$ cat config.mk
export PLATFORM = sky130hd
export DESIGN_NAME = iot_active_monitor_multi
export DESIGN_NICKNAME = d
export VERILOG_FILES = /design/src/rtl/iot_mon_pkg.sv /design/src/rtl/mon_alarm_fsm.sv /design/src/rtl/iot_active_monitor_multi.sv
export SDC_FILE = /design/constraint.sdc
export NUM_CORES = 1
export LEC_CHECK = 0
export CORE_AREA = 3 3 46 79
export CTS_BUF_LIST = sky130_fd_sc_hd__clkbuf_8
export CTS_CLUSTER_SIZE = 12
export DETAILED_ROUTE_END_ITERATION = 10
export DIE_AREA = 0 0 49 82
export GPL_TIMING_DRIVEN = 0
export PLACE_DENSITY = 0.78
export SKIP_CTS_REPAIR_TIMING = 1
export SYNTH_ARGS = -nofsm -noshare
export SYNTH_HDL_FRONTEND = slang
export SYNTH_HIERARCHICAL = 1
export SYNTH_SLANG_ARGS = --single-unit
$ cat constraint.sdc
create_clock -name clk -period 2.8 [get_ports clk]
set_clock_uncertainty 0.05 [all_clocks]
set_input_delay 0.28 -clock clk [delete_from_list [all_inputs] [get_ports clk]]
set_output_delay 0.28 -clock clk [all_outputs]
set_load 0.02 [all_outputs]
$ cat src/rtl/iot_mon_pkg.sv
// rtl/iot_mon_pkg.sv - shared types and width helper for the active-device monitor
package iot_mon_pkg;

   typedef enum logic [0:0] {NORMAL, ALARM} mon_state_t;

   typedef enum logic [1:0] {EV_NONE, EV_APPLY, EV_REDUNDANT, EV_INVALID} ev_class_t;

   // Bits needed to index 'value' distinct items; never returns less than 1.
   function automatic int clog2_min1(input int value);
      int w;
      w = 0;
      for (int i = 0; i < 31; i++) begin
         if ((1 << i) < value) w = i + 1;
      end
      return (w == 0) ? 1 : w;
   endfunction

endpackage

$ cat src/rtl/mon_alarm_fsm.sv
// rtl/mon_alarm_fsm.sv - hysteresis occupancy alarm driven by the registered device count
module mon_alarm_fsm
   import iot_mon_pkg::*;
#(
   parameter int CNT_W  = 5,
   parameter int HI_THR = 12,
   parameter int LO_THR = 4
) (
   input  logic             clk,
   input  logic             rst,
   input  logic             clear,
   input  logic [CNT_W-1:0] count,
   output logic             alarm
);

   mon_state_t state_q;
   mon_state_t state_d;

   always_ff @(posedge clk or negedge rst) begin
      if (!rst) state_q <= NORMAL;
      else      state_q <= state_d;
   end

   always_comb begin
      state_d = state_q;
      if (clear) begin
         state_d = NORMAL;
      end else begin
         case (state_q)
            NORMAL:  if (count >= CNT_W'(HI_THR)) state_d = ALARM;
            ALARM:   if (count <= CNT_W'(LO_THR)) state_d = NORMAL;
            default: state_d = NORMAL;
         endcase
      end
   end

   assign alarm = (state_q == ALARM);

endmodule

$ cat src/rtl/iot_active_monitor_multi.sv
// rtl/iot_active_monitor_multi.sv - per-device presence bitmap, exact active count and alarm
// Optional peak-count register and peak_out port enabled by IOT_MON_PEAK_HOLD_EN.
module iot_active_monitor_multi
   import iot_mon_pkg::*;
#(
   parameter  int N_DEV  = 16,
   parameter  int HI_THR = 12,
   parameter  int LO_THR = 4,
   localparam int ID_W   = clog2_min1(N_DEV),
   localparam int CNT_W  = clog2_min1(N_DEV + 1)
) (
   input  logic             clk,
   input  logic             rst,
   input  logic             change,
   input  logic             on_off,
   input  logic [ID_W-1:0]  dev_id,
   input  logic             clear,
   output logic [N_DEV-1:0] active_map,
   output logic [CNT_W-1:0] counter_out,
   output logic             alarm,
   output logic             err_event
`ifdef IOT_MON_PEAK_HOLD_EN
   ,
   output logic [CNT_W-1:0] peak_out
`endif
);

   logic [N_DEV-1:0] map_q;
   logic [CNT_W-1:0] cnt_q;
   logic             err_q;
   ev_class_t        ev_class;

   // Ids beyond N_DEV only exist for non-power-of-two sizes; they must not touch the map.
   always_comb begin
      ev_class = EV_NONE;
      if (change) begin
         if (32'(dev_id) >= N_DEV)          ev_class = EV_INVALID;
         else if (map_q[dev_id] == on_off)  ev_class = EV_REDUNDANT;
         else                               ev_class = EV_APPLY;
      end
   end

   always_ff @(posedge clk or negedge rst) begin
      if (!rst) begin
         map_q <= '0;
         cnt_q <= '0;
         err_q <= 1'b0;
      end else if (clear) begin
         map_q <= '0;
         cnt_q <= '0;
         err_q <= 1'b0;
      end else begin
         err_q <= (ev_class == EV_REDUNDANT) || (ev_class == EV_INVALID);
         if (ev_class == EV_APPLY) begin
            map_q[dev_id] <= on_off;
            cnt_q         <= on_off ? cnt_q + CNT_W'(1) : cnt_q - CNT_W'(1);
         end
      end
   end

   mon_alarm_fsm #(
      .CNT_W  (CNT_W),
      .HI_THR (HI_THR),
      .LO_THR (LO_THR)
   ) u_alarm (
      .clk   (clk),
      .rst   (rst),
      .clear (clear),
      .count (cnt_q),
      .alarm (alarm)
   );

`ifdef IOT_MON_PEAK_HOLD_EN
   logic [CNT_W-1:0] peak_q;

   always_ff @(posedge clk or negedge rst) begin
      if (!rst)                 peak_q <= '0;
      else if (clear)           peak_q <= '0;
      else if (cnt_q > peak_q)  peak_q <= cnt_q;
   end

   assign peak_out = peak_q;
`endif

   assign active_map  = map_q;
   assign counter_out = cnt_q;
   assign err_event   = err_q;

endmodule

==> results of run 1 <==
[registers in the layout, indices dropped and copies added (netlist names)]
name           flops
active_map        16
counter_out        5
err_event          1
u_alarm/alarm      1
[worst max-delay path by stage]
| stage | startpoint | endpoint | slack (ps) | cells past startpoint |
|---|---|---|---|---|
| 2_1_floorplan | counter_out[0]$_DFFE_PN0P_ | counter_out[4]$_DFFE_PN0P_ | 720 | 6 |
| 3_3_place_gp | on_off | counter_out[4]$_DFFE_PN0P_ | 120 | 8 |
| 3_5_place_dp | on_off | counter_out[4]$_DFFE_PN0P_ | 120 | 8 |
| 4_1_cts | on_off | counter_out[4]$_DFFE_PN0P_ | 390 | 8 |
| 5_1_grt | on_off | counter_out[4]$_DFFE_PN0P_ | 300 | 8 |
| 6_report | on_off | counter_out[4]$_DFFE_PN0P_ | 380 | 8 |
[through the flow]
stage	std cells	cell area, um2
floorplan	174	1570
global placement	247	1930
detailed placement	247	1930
CTS	251	1970
global route	251	1970
finish	251	1970
[metal layers]
metal,up-vias,track usage,part of all wire
li1,714,-,-
met1,727,0.218,0.34
met2,72,0.489,0.58
met3,15,0.0327,0.045
met4,0,0.111,0.029
met5,-,0,0
[final cells by class]
class,instances,area (um2)
Buffer,10,58.8
Clock buffer,3,41.3
Clock inverter,1,3.75
Fill cell,285,1170
Inverter,3,11.3
Multi-Input combinational cell,138,928
Sequential cell,23,576
Tap cell,43,53.8
Timing Repair Buffer,30,300
[worst register-to-register path: cells and delay by family, from the launching register on]
family | cells | cell delay (ps)
and+or+nand+nor | 1 | 150
AOI/OAI and AO/OA | 3 | 590
DFF | 1 | 460
muxes | 1 | 340
adders and majority gates | 1 | 460
[cells by family (layout without fill, tap and decap cells)]
family          count (synthesis)  after routing  share of synthesized area
compound gates                 61             61                      0.248
simple gates                   57             57                      0.195
flops                          23             23                      0.366
mux                            13             13                     0.0938
buf+inv                        13             47                     0.0445
fa+ha+maj                       4              4                     0.0366
xor+xnor                        3              3                     0.0167
[cell usage in the layout (no fill, tap or decap), types with 3 or more instances in the layout]
cell type	synthesis	routed
o21ai_0	13	13
o22ai_1	4	4
a21o_1	3	3
o22a_1	3	3
nand2b_1	8	8
dfrtp_1	23	23
mux2i_1	5	5
a22oi_1	3	3
clkbuf_8	0	3
ha_1	3	3
o31ai_1	4	4
clkdlybuf4s50_1	0	30
a2bb2oi_1	3	3
a311oi_1	5	5
mux2_1	6	6
inv_1	3	4
nor3_1	6	6
nand2_1	11	11
a21oi_1	16	16
nor2b_1	4	4
clkbuf_1	5	5
nor2_1	12	12
[power by group]
| part | switching, mW | total, mW | internal [mW] |
|---|---|---|---|
| clock network | 0.108 | 0.206 | 0.0980 |
| registers | 0.0158 | 0.361 | 0.345 |
| logic | 0.117 | 0.208 | 0.0905 |
| total | 0.241 | 0.775 | 0.534 |
==> results.ini, run 1 <==
[synthesis]
synth.most_common_cell=dfrtp_1
async_flop_share=1.00
synth_area_um2=1570
ys_seq_area_frac=0.366
syn_nets=187
synthCells=174
synth_area_leaders=dfrtp_1 37%, a21oi_1 5.1%, mux2_1 4.3%
yosys_warnings=6
synth.avg_cell_area_um2=9.05
yosysTopAreaCell=dfrtp_1
synth-seq-cells=23
ys_top_cells_by_count=23 x dfrtp_1, 16 x a21oi_1, 13 x o21ai_0
synth-edff-count=0
synth_cell_types=44
synth_top_area_frac=0.366
synthFlopType=dfrtp_1

[finish]
drive_gt1_frac=0.0577
nNetsFinal=222
antenna_cells=0
post-route-util=0.628
synthToLayoutAreaGrowth_pct=25.4

[die]
coreArea_um2=3140
die_x_um=49
ioPinCount=32
row_count=27
die_area_um2=4020
initial_utilization=0.501
die_h_um=82

[global_route]
grt_pass1_vias=1624
antenna_found_initial=0
track_usage=0.235
grt_pass1_wl_mm=7.35
gr-total-overflow=0
grt_max_degree=24

[worst_setup_path]
path_cells=clkdlybuf4s50_1 -> inv_1 -> fa_1 -> a21o_1 -> a21o_1 -> nand2b_1 -> o22ai_1 -> mux2_1
worstPathRequired_ps=2900
worstPathArrival_ps=2530
path_class=primary input to register
crit_top_cell=a21o_1
cp_num_buf_inv=2
r2r_start=counter_out[0]$_DFFE_PN0P_
cpPeakStageDelay_ps=510
ff2ff_setup_slack_ps=650
critPathTopFamily=buffers and inverters
ff2ff_path_depth=6
end_kind=register
reg2reg_to=counter_out[4]$_DFFE_PN0P_
cpMaxStageDelayCell=fa_1
path_max_fanout=9
crit_path_start_kind=primary input

[power_and_ir_drop]
leakage_nw=0.830
ir_worst_vdd_v=0.000268
power.total_uw=775
cellPowerDensity_nw_per_um2=393

[worst_hold_path]
whs_endpoint=active_map[5]$_DFFE_PN0P_
min-delay-start=dev_id[3]
holdPathStages=4
min_path_type=primary input to register

[route]
dr.first_iter.drc_count=71
drt_wl_total_mm=4.29
ant_nets=0
via_count=1528
drcViolationCount=0
drt-vias-per-instance=6.09
routedWlPerCell_um=17.1
dr.pass1.iters=4

[sta]
hold_violations=0
post-route-worst-setup-slack_ps=379
setup_tns_ps=0
rsz0062_at_grt=false
slew_headroom=0.276
post-route-period-util=0.865
min_period_ps=2420
fmax_mhz=413
worst_pin_slew_ps=1080
hold_ws_ps=476
final_max_slew_viol_count=0
setup_viol=0

[clock_tree]
cts_tree=built
cts.sinks=23
cts_buffers=3
root_buffer=clkbuf_8
clock_latency_ps=260
cts_max_level=1
cts_buffer_depth=2
path_clk_slew_ps=80

[place]
portBuffers=30
pre_cts_ws_ps=121
dp.final_hpwl_mm=3.30
routabilityCongestion=0.926

[run]
maxCapViolCount=0

[status]
outcome=finished, final reports clean

Power figures use the tool's default switching activity.
==> run 2, diff against run 1 <==
- CORE_AREA: 3 3 46 79 -> 3 3 47 81
- DIE_AREA: 0 0 49 82 -> 0 0 50 84
- PLACE_DENSITY: 0.78 -> 0.75
==> run 2 against run 1 <==
Against the previous run:
- clock power up 4%
- via count up 0.20%
- fmax increased by 0.19%
- critical endpoint is now counter_out[0]$_DFFE_PN0P_
- largest cell class unchanged
==> results.ini, run 2 (synthesized netlist as in run 1, its figures left out) <==
[status]
outcome=finished, final reports clean

[sta]
fmax_mhz=414  ; +0.19%
hold_ws_ps=478  ; +1.14 ps
worst_pin_slew_ps=1080  ; -2.11 ps
min_period_ps=2420  ; -4.54 ps
setup_viol=0  ; unchanged
hold_violations=0  ; unchanged
setup_tns_ps=0  ; unchanged
final_max_slew_viol_count=0  ; unchanged
slew_headroom=0.278  ; +0.00141
post-route-worst-setup-slack_ps=384  ; +4.54 ps
post-route-period-util=0.863  ; -0.00162
rsz0062_at_grt=false

[power_and_ir_drop]
cellPowerDensity_nw_per_um2=398  ; +1.3%
power_frac_comb=0.265  ; -0.003
p_sw_frac=0.319  ; +0.00768
p_sw_uw=250  ; +3.8%
power.total_uw=785  ; +1.3%
leakage_nw=0.830  ; unchanged
p_int_uw=535  ; +0.14%
clockPowerShare=0.274  ; +0.008
ir_worst_vdd_v=0.000304  ; +14%
sequentialPowerShare=0.461  ; -0.005

[worst_setup_path]
worstPathRequired_ps=2910  ; about the same
crit_path_start_kind=primary input
cp_num_buf_inv=2  ; unchanged
path_cells=clkdlybuf4s50_1 -> or2b_1 -> o22ai_1 -> nor3_1 -> o21ai_1 -> and3_1 -> buf_2 -> mux2_1
path_class=primary input to register
path_max_fanout=8  ; -1
end_kind=register
critPathTopFamily=buffers and inverters
cpPeakStageDelay_ps=580  ; +70 ps
worstPathArrival_ps=2530  ; about the same
cpMaxStageDelayCell=clkdlybuf4s50_1

[clock_tree]
root_buffer=clkbuf_8
cts_buffer_depth=2  ; unchanged
cts.sinks=23  ; unchanged
cts_max_level=1  ; unchanged
cts_buffers=3  ; unchanged
clock_latency_ps=280  ; +20 ps
cts_tree=built
path_clk_slew_ps=80  ; about the same

[finish]
final-instance-count-excl-fill=251  ; unchanged
synthToLayoutAreaGrowth_pct=25.4  ; unchanged
antenna_cells=0  ; unchanged
layout_commonest_cell=clkdlybuf4s50_1
mostFrequentLayoutCells=30 x clkdlybuf4s50_1, 23 x dfrtp_1, 16 x a21oi_1, 13 x o21ai_0, 12 x nor2_1
final.fill_count=275  ; -3.5%
final_area_um2=1970  ; unchanged
nNetsFinal=222  ; unchanged
drive_gt1_frac=0.0577  ; unchanged
post-route-util=0.615  ; -0.0132
largest_register_ffs=16  ; unchanged

[global_route]
antenna_found_initial=0  ; unchanged
grt_pass1_wl_mm=6.90  ; -6.1%
grt_max_degree=24  ; unchanged
track_usage=0.213  ; -0.0221
gr-total-overflow=0  ; unchanged
grt_pass1_vias=1489  ; -8.3%

[place]
dp.cells=247  ; unchanged
dpl_cell_area_um2=1930  ; unchanged
dp.final_hpwl_mm=3.18  ; -3.5%
routabilityCongestion=0.917  ; -1.0%
portBuffers=30  ; unchanged
pre_cts_ws_ps=126  ; +5.23 ps

[die]
ioPinCount=32  ; unchanged
coreArea_um2=3210  ; +2.2%
row_count=27  ; unchanged
die_area_um2=4200  ; +4.5%
initial_utilization=0.490  ; -0.0105
die_x_um=50  ; +2.0%
die_h_um=84  ; +2.4%

[route]
via_count=1531  ; +0.20%
drt-vias-per-instance=6.10  ; +0.20%
dr.pass1.iters=4  ; unchanged
drcViolationCount=0  ; unchanged
dr.first_iter.drc_count=73  ; +2.8%
routedWlPerCell_um=17.0  ; -0.63%
drt_wl_total_mm=4.26  ; -0.63%
ant_nets=0  ; unchanged

[worst_hold_path]
min_path_type=primary input to register

[run]
maxCapViolCount=0  ; unchanged

run 2: metal layers:
metal,vias to the layer above,track usage,part of all wire
met5,-,0,0
met4,0,0.0982,0.026
met3,9,0.0394,0.042
met2,48,0.386,0.54
met1,758,0.227,0.39
li1,716,-,-
run 2: path summary, 6_finish.rpt:
check	from	end	slack, ps	cells after the start
setup / recovery	dev_id[2]	counter_out[0]$_DFFE_PN0P_	380	8
max in group asynchronous	rst	active_map[12]$_DFFE_PN0P_	1520	1
hold / removal	dev_id[3]	active_map[5]$_DFFE_PN0P_	480	4
hold reg to reg	active_map[5]$_DFFE_PN0P_	active_map[5]$_DFFE_PN0P_	530	2
min in group asynchronous	rst	active_map[9]$_DFFE_PN0P_	530	1
setup reg to reg	active_map[11]$_DFFE_PN0P_	counter_out[0]$_DFFE_PN0P_	660	7
run 2: power groups by stage:
| stage | logic [mW] | registers (mW) | clock network, mW |
|---|---|---|---|
| after floorplan | 0.113 | 0.382 | 0 |
| after global placement | 0.202 | 0.367 | 0 |
| after detailed placement | 0.206 | 0.368 | 0 |
| after CTS | 0.208 | 0.362 | 0.216 |
| after global routing | 0.224 | 0.364 | 0.227 |
| final | 0.208 | 0.362 | 0.215 |
run 2: area by class of cell:
cell class,count,area [um2],share of cell area
plain buffers,10,58.8,0.0298
well taps,43,53.8,0.0273
clock buffers,3,41.3,0.0209
clock inverters,1,3.75,0.00190
repair buffers,30,300,0.152
multi-input cells,138,928,0.471
flip-flops and latches,23,576,0.292
inverters,3,11.3,0.00571
run 2: worst min-delay path, cell delays in order:
cell and delay [ps]:
buf_6 120, buf_4 180, or4_1 130, a21oi_1 60
==> run 3, diff against run 2 <==
- CORE_AREA: 3 3 47 81 -> 2 2 46 80
- DIE_AREA: 0 0 50 84 -> 0 0 48 82
==> run 3 against run 2 <==
Against the previous run:
- count of clock-buffer cells in the layout unchanged
- worst hold slack got worse by 3.0 ps
- sequential share of layout area barely moved
- non-clock buffer count is the same
- cell count is 0.80% higher
- die area shrank 6.3%
- cell area grew 0.13%
- register-to-register slack gained 40 ps
- largest power group unchanged
- highest routed layer unchanged
==> results.ini, run 3 (synthesized netlist as in run 1, its figures left out) <==
[global_route]
grt_pass1_wl_mm=7.03  ; +1.9%
grt_max_degree=24  ; unchanged
track_usage=0.247  ; +0.0344
grt_pass1_vias=1580  ; +6.1%
gr-total-overflow=0  ; unchanged
antenna_found_initial=0  ; unchanged

[sta]
slew_headroom=0.282  ; +0.00440
setup_viol=0  ; unchanged
hold_violations=0  ; unchanged
min_period_ps=2350  ; -65.0 ps
fmax_mhz=425  ; +2.8%
final_max_slew_viol_count=0  ; unchanged
post-route-worst-setup-slack_ps=449  ; +65.0 ps
setup_tns_ps=0  ; unchanged
worst_pin_slew_ps=1070  ; -6.58 ps
post-route-period-util=0.840  ; -0.0232
rsz0062_at_grt=false

[worst_setup_path]
worstPathArrival_ps=2460  ; -70 ps
worstPathRequired_ps=2910  ; about the same
crit_path_start_kind=primary input
path_class=primary input to register
end_kind=register
ff2ff_setup_slack_ps=700  ; +40 ps
path_max_fanout=9  ; +1

[clock_tree]
root_buffer=clkbuf_8
cts.sinks=23  ; unchanged
path_clk_slew_ps=80  ; about the same
clock_latency_ps=270  ; about the same
cts_buffers=3  ; unchanged
cts_tree=built
cts_buffer_depth=2  ; unchanged
cts_max_level=1  ; unchanged

[place]
portBuffers=30  ; unchanged
routabilityCongestion=0.905  ; -1.3%
dpl_cell_area_um2=1930  ; +0.13%
dp.final_hpwl_mm=3.28  ; +3.0%
pre_cts_ws_ps=139  ; +12.7 ps

[finish]
post-route-util=0.594  ; -0.0212
final_area_um2=1980  ; +0.13%
drive_gt1_frac=0.0577  ; unchanged
layout_commonest_cell=clkdlybuf4s50_1
largest_register_ffs=16  ; unchanged
synthToLayoutAreaGrowth_pct=25.5
antenna_cells=0  ; unchanged
mostFrequentLayoutCells=30 x clkdlybuf4s50_1, 23 x dfrtp_1, 16 x a21oi_1, 13 x o21ai_0, 12 x nor2_1
nNetsFinal=222  ; unchanged

[die]
die_area_um2=3940  ; -6.3%
die_h_um=82  ; -2.4%
initial_utilization=0.473  ; -0.0175
die_x_um=48  ; -4.0%
coreArea_um2=3330  ; +3.7%
row_count=28  ; +3.7%
ioPinCount=32  ; unchanged

[route]
drt-vias-per-instance=6.15  ; +0.83%
ant_nets=0  ; unchanged
dr_wl_met2_mm=2.34  ; +0.73%
dr.pass1.iters=4  ; unchanged
drcViolationCount=0  ; unchanged
via_count=1556  ; +1.6%
route.layer.met1.wl_mm=1.49  ; -9.5%
routedWlPerCell_um=16.6  ; -2.0%
top_layer_used=met4
dr.first_iter.drc_count=53  ; -27%
drt_wl_total_mm=4.21  ; -1.2%
wl_met3_um=209  ; +15%

[status]
outcome=finished, final reports clean

[power_and_ir_drop]
leakage_nw=0.830  ; unchanged
cellPowerDensity_nw_per_um2=393  ; -1.1%
power.total_uw=777  ; -0.99%
ir_worst_vdd_v=0.000305  ; about the same

[run]
maxCapViolCount=0  ; unchanged

[worst_hold_path]
min_path_type=primary input to register

==> run 3: cell counts in the layout (fill, tap and decap cells not counted) <==
Identical to the previous run, type by type.
==> run 3: per-stage QoR <==
step / hold slack (ps) / instances
after global placement: 502 / 249
after floorplan: -65.6 / 174
after CTS: 474 / 253
final: 475 / 253
after detailed placement: 515 / 249
after global routing: 490 / 253
==> run 3: power breakdown <==
group	internal [mW]	switching, mW	leakage [nW]
Clock	0.0981	0.111	0.0269
Combinational	0.0905	0.115	0.486
Sequential	0.345	0.0172	0.318
==> run 3: critical path: stages <==
cell	delay, ps
clkdlybuf4s50_1	480
inv_1	170
fa_1	490
a21o_1	200
a21o_1	190
nand2b_1	140
o22ai_1	180
mux2_1	330
==> run 3: area by class of cell <==
type / count / area, um2
multi-input cells: 138 / 928
clock inverters: 1 / 3.75
fillers: 303 / 1350
inverters: 3 / 11.3
flip-flops and latches: 23 / 576
repair buffers: 30 / 300
clock buffers: 3 / 41.3
well taps: 45 / 56.3
plain buffers: 10 / 58.8
==> run 3: path summary, 6_finish.rpt <==
kind | from | endpoint | depth (start not counted)
max | on_off | counter_out[4]$_DFFE_PN0P_ | 8
min | dev_id[3] | active_map[5]$_DFFE_PN0P_ | 4
max reg2reg | counter_out[0]$_DFFE_PN0P_ | counter_out[4]$_DFFE_PN0P_ | 6
min reg2reg | active_map[5]$_DFFE_PN0P_ | active_map[5]$_DFFE_PN0P_ | 2
max in group asynchronous | rst | active_map[9]$_DFFE_PN0P_ | 1
min in group asynchronous | rst | active_map[13]$_DFFE_PN0P_ | 1
==> run 3: routing by layer <==
metal / GRT usage / up-vias
li1: - / 715
met1: 0.263 / 751
met2: 0.435 / 70
met3: 0.0330 / 20
met4: 0.141 / 0
met5: 0 / -
